### config.mk
export PLATFORM = sky130hd
export DESIGN_NAME = module_keypad_scan
export DESIGN_NICKNAME = d
export VERILOG_FILES = /design/src/rtl/pkg_keypad.sv /design/src/rtl/module_sync_2ff.sv /design/src/rtl/module_keypad_scan.sv
export SDC_FILE = /design/constraint.sdc
export NUM_CORES = 1
export LEC_CHECK = 0
export CORE_MARGIN = 2
export CORE_UTILIZATION = 35
export DETAILED_ROUTE_END_ITERATION = 8
export PLACE_DENSITY = 0.6
export SKIP_CTS_REPAIR_TIMING = 1
export SYNTH_ARGS = -nofsm -noshare
export SYNTH_HDL_FRONTEND = slang
export SYNTH_SLANG_ARGS = --single-unit
### constraint.sdc
create_clock -name clk -period 3.8 [get_ports clk]
set_input_delay 0.76 -clock clk [delete_from_list [all_inputs] [get_ports clk]]
set_output_delay 0.76 -clock clk [all_outputs]
set_load 0.05 [all_outputs]
### src/rtl/pkg_keypad.sv
// Shared types and constants for the 4x4 keypad scanner.
package pkg_keypad;

  localparam int ROWS  = 4;
  localparam int COLS  = 4;
  localparam int KEY_W = 4;
  localparam int ROW_W = $clog2(ROWS);
  localparam int COL_W = $clog2(COLS);

  typedef enum logic [2:0] {
    SCAN_DRIVE,
    SCAN_SAMPLE,
    DEBOUNCE,
    PRESSED,
    RELEASE
  } state_e;

  // Several columns closing together resolve to the lowest-numbered column.
  function automatic logic [COL_W-1:0] lowest_col(input logic [COLS-1:0] pat);
    lowest_col = '0;
    for (int i = COLS - 1; i >= 0; i--) begin
      if (pat[i]) lowest_col = COL_W'(i);
    end
  endfunction

endpackage

### src/rtl/module_sync_2ff.sv
// Two-flop synchronizer for a bus of independent asynchronous level inputs.
module module_sync_2ff #(
  parameter int WIDTH = 1
) (
  input  logic             clk,
  input  logic             reset,
  input  logic [WIDTH-1:0] d_i,
  output logic [WIDTH-1:0] q_o
);

  logic [WIDTH-1:0] meta_q;
  logic [WIDTH-1:0] sync_q;

  always_ff @(posedge clk or posedge reset) begin
    if (reset) begin
      meta_q <= '0;
      sync_q <= '0;
    end else begin
      meta_q <= d_i;
      sync_q <= meta_q;
    end
  end

  assign q_o = sync_q;

endmodule

### src/rtl/module_keypad_scan.sv
// 4x4 matrix keypad scanner: row drive, column debounce, key code handshake.
module module_keypad_scan
  import pkg_keypad::*;
#(
  parameter int SETTLE_CYCLES = 27,
  parameter int DB_CYCLES     = 270000,
  parameter int CNT_W         = 19
) (
  input  logic             clk,
  input  logic             reset,
  input  logic [COLS-1:0]  columnas,
  output logic [ROWS-1:0]  filas,
  output logic             key_valid,
  output logic [KEY_W-1:0] key_code,
  input  logic             key_ack,
  output logic             key_held,
  output logic             overrun
);

  localparam longint CNT_MAX = (longint'(1) << CNT_W) - 1;

  generate
    if ((longint'(DB_CYCLES) > CNT_MAX) || (longint'(SETTLE_CYCLES) > CNT_MAX) ||
        (DB_CYCLES < 1) || (SETTLE_CYCLES < 1)) begin : g_bad_params
      $error("module_keypad_scan: DB_CYCLES/SETTLE_CYCLES must be in 1..2**CNT_W-1");
    end
  endgenerate

  // Terminal counts: the counter runs 0..N-1, so N cycles/samples elapse.
  localparam logic [CNT_W-1:0] SETTLE_LAST = CNT_W'(SETTLE_CYCLES - 1);
  localparam logic [CNT_W-1:0] DB_LAST     = CNT_W'(DB_CYCLES - 1);

  logic [COLS-1:0]  col_s;
  state_e           state_q;
  logic [ROW_W-1:0] row_q;
  logic [CNT_W-1:0] cnt_q;
  logic [COLS-1:0]  pattern_q;
  logic [ROWS-1:0]  filas_q;
  logic             key_valid_q;
  logic [KEY_W-1:0] key_code_q;
  logic             key_held_q;
  logic             overrun_q;
  logic             press_entry;

  module_sync_2ff #(
    .WIDTH (COLS)
  ) u_sync (
    .clk   (clk),
    .reset (reset),
    .d_i   (columnas),
    .q_o   (col_s)
  );

  // Last matching debounce sample: the FSM enters PRESSED on this edge.
  assign press_entry = (state_q == DEBOUNCE) && (col_s == pattern_q) && (cnt_q == DB_LAST);

  always_ff @(posedge clk or posedge reset) begin
    if (reset) begin
      state_q     <= SCAN_DRIVE;
      row_q       <= '0;
      cnt_q       <= '0;
      pattern_q   <= '0;
      filas_q     <= ROWS'(1);
      key_valid_q <= 1'b0;
      key_code_q  <= '0;
      key_held_q  <= 1'b0;
      overrun_q   <= 1'b0;
    end else begin
      case (state_q)
        SCAN_DRIVE: begin
          if (cnt_q == SETTLE_LAST) begin
            cnt_q   <= '0;
            state_q <= SCAN_SAMPLE;
          end else begin
            cnt_q <= cnt_q + 1'b1;
          end
        end

        SCAN_SAMPLE: begin
          if (col_s == '0) begin
            row_q   <= row_q + 1'b1;
            filas_q <= {filas_q[ROWS-2:0], filas_q[ROWS-1]};
            state_q <= SCAN_DRIVE;
          end else begin
            pattern_q <= col_s;
            cnt_q     <= '0;
            state_q   <= DEBOUNCE;
          end
        end

        DEBOUNCE: begin
          if (col_s != pattern_q) begin
            cnt_q   <= '0;
            row_q   <= row_q + 1'b1;
            filas_q <= {filas_q[ROWS-2:0], filas_q[ROWS-1]};
            state_q <= SCAN_DRIVE;
          end else if (cnt_q == DB_LAST) begin
            cnt_q      <= '0;
            key_held_q <= 1'b1;
            state_q    <= PRESSED;
          end else begin
            cnt_q <= cnt_q + 1'b1;
          end
        end

        PRESSED: begin
          if (col_s == '0) begin
            cnt_q   <= '0;
            state_q <= RELEASE;
          end
        end

        // Chatter during release restarts the quiet-time count without
        // reporting another key.
        RELEASE: begin
          if (col_s != '0) begin
            cnt_q <= '0;
          end else if (cnt_q == DB_LAST) begin
            cnt_q      <= '0;
            key_held_q <= 1'b0;
            row_q      <= '0;
            filas_q    <= ROWS'(1);
            state_q    <= SCAN_DRIVE;
          end else begin
            cnt_q <= cnt_q + 1'b1;
          end
        end

        default: begin
          cnt_q   <= '0;
          row_q   <= '0;
          filas_q <= ROWS'(1);
          state_q <= SCAN_DRIVE;
        end
      endcase

      if (key_ack) begin
        key_valid_q <= 1'b0;
        overrun_q   <= 1'b0;
      end

      // An ack in the same cycle frees the slot, so the new press loads.
      if (press_entry) begin
        if (key_valid_q && !key_ack) begin
          overrun_q <= 1'b1;
        end else begin
          key_valid_q <= 1'b1;
          key_code_q  <= {row_q, lowest_col(pattern_q)};
        end
      end
    end
  end

  assign filas     = filas_q;
  assign key_valid = key_valid_q;
  assign key_code  = key_code_q;
  assign key_held  = key_held_q;
  assign overrun   = overrun_q;

endmodule

==> impl_metrics.json <==
{
  "status": "completed",
  "critical_path_arrival_ns": 1.66,
  "synth_xor_area_share_pct": 8.45,
  "pin_count": 18,
  "synth_top_area_cell": "dfrtp_1",
  "path_cells": "clkdlybuf4s50_1",
  "syn_inst": 221,
  "yosys.area_share.simple_pct": 23.9,
  "post_drt_wl_per_cell_um": 13.1,
  "worstSetupPathType": "register to output pin",
  "cp_num_buf_inv": 1,
  "grt_pass1_wl_um": 7650,
  "final_cell_count_no_fill": 317,
  "clockBufferDepth": 2,
  "async_reset_ff_share_pct": 100,
  "hold_violations": 0,
  "cts-root-buf": "clkbuf_8",
  "seq_area_frac_synth_pct": 51.6,
  "drtPass1Iterations": 4,
  "vdd_drop_max_uv": 201,
  "min_path_type": "register to register",
  "finalSetupViolCount": 0,
  "antenna_found_initial": 0,
  "drive_above_1_share_pct": 10.4,
  "dpl.hpwl_um": 2900,
  "max_slew_margin_pct": 36.6,
  "cp_slowest_cell": "clkdlybuf4s50_1",
  "cp_max_fo": 3,
  "syn-num-nets": 230,
  "synth_cell_types": 45,
  "min_period_ns": 2.42,
  "syn_to_final_growth_pct": 16.1,
  "dieHeight_um": 84.7,
  "numPortBuffers": 17,
  "multi_input_area_sq_mm": 0.00103,
  "nFillCells": 609,
  "synth_top_area_share_pct": 50.5,
  "routed_wl_um": 4150,
  "die_width_um": 84.7,
  "required_ns": 3.04,
  "htreeDepth": 2,
  "dieArea_sq_mm": 0.00718,
  "area.sequential_sq_mm": 0.00118,
  "finalMaxSlewViolations": 0,
  "dpl.cell_count": 309,
  "syn_area_sq_mm": 0.00228,
  "synthAdderAreaFrac_pct": 1.10,
  "postSynthAreaPerCell_sq_um": 10.3,
  "nets": 248,
  "design.core.area_sq_mm": 0.00631,
  "tns_ns": 0,
  "drc_errors": 0,
  "cts_tree": "yes",
  "synth_compound_area_share_pct": 7.19,
  "synth_edf_count": 0,
  "grt_pass1_vias": 1647,
  "critPathTopFamily": "buffers and inverters",
  "rsz0062_at_grt": "no",
  "ant_nets": 0,
  "gr-total-overflow": 0,
  "ys_ff_latch": 47,
  "clock_skew_ns": 0.00619,
  "max_freq_mhz": 414,
  "vias": 1616,
  "cellPowerDensity_mw_per_mm2": 581,
  "hold-worst-slack_ns": 0.347,
  "antenna_cells": 0,
  "cts_made_buffers": 5,
  "ys.flop_type": "dfrtp_1",
  "netlist_top_cells_area": "dfrtp_1 (50%), xnor2_1 (7.3%), nor2_1 (4.6%), mux2_2 (3.0%), nor3_1 (2.6%)",
  "floorplan.initialDensity_pct": 36.1,
  "p_leak_nw": 1.12,
  "cts_sinks": 47,
  "ys_warn_count": 0,
  "tightest_slew_ns": 0.950,
  "slowest_delay_ns": 0.80,
  "clock_latency_ns": 0.30,
  "maxCapViolCount": 0,
  "grt_max_degree": 48,
  "synth_top_family_by_area": "simple AND/OR/NAND/NOR gates",
  "clk_pin_slew_worst_paths_ns": 0.09,
  "vias_per_cell": 5.10,
  "synth.area.mux_share_pct": 4.72,
  "routabilityCongestion": 0.820,
  "drt_iter0_drc": 40,
  "cp-end-kind": "output pin",
  "start_kind": "register",
  "fin_crit_sh_pct": 63.6,
  "grt_util_all_layers_pct": 13.2,
  "rows": 29
}
-- cell type report --
cell class	count	area share, %
clock buffer	6	2.74
clock inverter	2	2.27
inverter	8	1.13
multi-input combinational	159	39.0
sequential	47	44.5
tap	77	3.64
timing repair buffer	18	6.71
-- sequential cells by signal, indices dropped and copies added, names as in the netlist --
| name | count |
|---|---|
| cnt_q | 19 |
| filas | 4 |
| key_code | 4 |
| pattern_q | 4 |
| u_sync.meta_q | 4 |
| u_sync.q_o | 4 |
| state_q | 3 |
| row_q | 2 |
| key_held | 1 |
| key_valid | 1 |
| overrun | 1 |
-- cell usage in the layout (no fill, tap or decap), types with 4 or more instances in the layout --
cell             instances
nand2_1                 16
xnor2_1                 19
a21oi_1                  7
nand3_1                  9
mux2_2                   6
mux2i_1                  4
inv_1                    7
nor2_1                  28
nand4_1                  6
clkdlybuf4s50_1         17
clkbuf_8                 5
o21ai_0                  4
dfrtp_1                 46
nor3_1                  12
-- final timing paths --
| check | slack [ns] | cells past startpoint | endpoint | start |
|---|---|---|---|---|
| min reg2reg | 0.35 | 0 | u_sync.q_o[2]$_DFF_PP0_ | u_sync.meta_q[2]$_DFF_PP0_ |
| max | 1.38 | 1 | filas[0] | filas[0]$_DFFE_PP1P_ |
| max in group asynchronous | 2.22 | 2 | cnt_q[16]$_DFFE_PP0P_ | reset |
| min | 0.35 | 0 | u_sync.q_o[2]$_DFF_PP0_ | u_sync.meta_q[2]$_DFF_PP0_ |
| min in group asynchronous | 1.00 | 2 | cnt_q[1]$_DFFE_PP0P_ | reset |
| max reg2reg | 1.55 | 5 | cnt_q[9]$_DFFE_PP0P_ | cnt_q[7]$_DFFE_PP0P_ |
-- metrics by stage --
| stage | utilization, % | area (sq um) | power, mW | setup WS, ns |
|---|---|---|---|---|
| CTS | 41.9 | 2650 | 1.56 | 1.37 |
| detailed placement | 39.8 | 2510 | 1.13 | 1.53 |
| finish | 41.9 | 2650 | 1.54 | 1.38 |
| global route | 41.9 | 2650 | 1.65 | 1.24 |
| global placement | 39.8 | 2510 | 1.12 | 1.58 |
| floorplan | - | 2280 | 1.03 | 1.86 |
-- cell families after synthesis --
kind of cell | count (synthesis)
AO/OA/AOI/OAI | 23
XOR/XNOR | 22
adder cells (fa/ha/maj) | 2
buffers and inverters | 15
flip-flops | 47
multiplexers | 10
AND/OR/NAND/NOR | 102
-- power breakdown --
part           leakage (nW)  switching (mW)  internal [mW]
clock network        0.0654           0.166          0.263
registers             0.619          0.0857          0.576
logic                 0.439           0.270          0.178
-- layer usage --
layer,vias to the layer above,global-route usage [%],wire (um)
met5,-,0,0
met4,0,4.47,60
met3,5,3.24,138
met2,20,21.8,1960
met1,781,17.0,1990
li1,810,-,-
-- synthesized netlist by cell type (3+ instances only) --
cell      n
dfrtp_1  46
nor2_1   28
xnor2_1  19
nand2_1  16
nor3_1   12
nand3_1   9
inv_1     8
a21oi_1   7
mux2_2    6
nand4_1   6
buf_2     5
mux2i_1   4
o21ai_0   4
a22o_1    3
and3_1    3
nor3b_1   3
nor4_1    3
nor4b_1   3
xor2_1    3
Power figures use the tool's default switching activity.
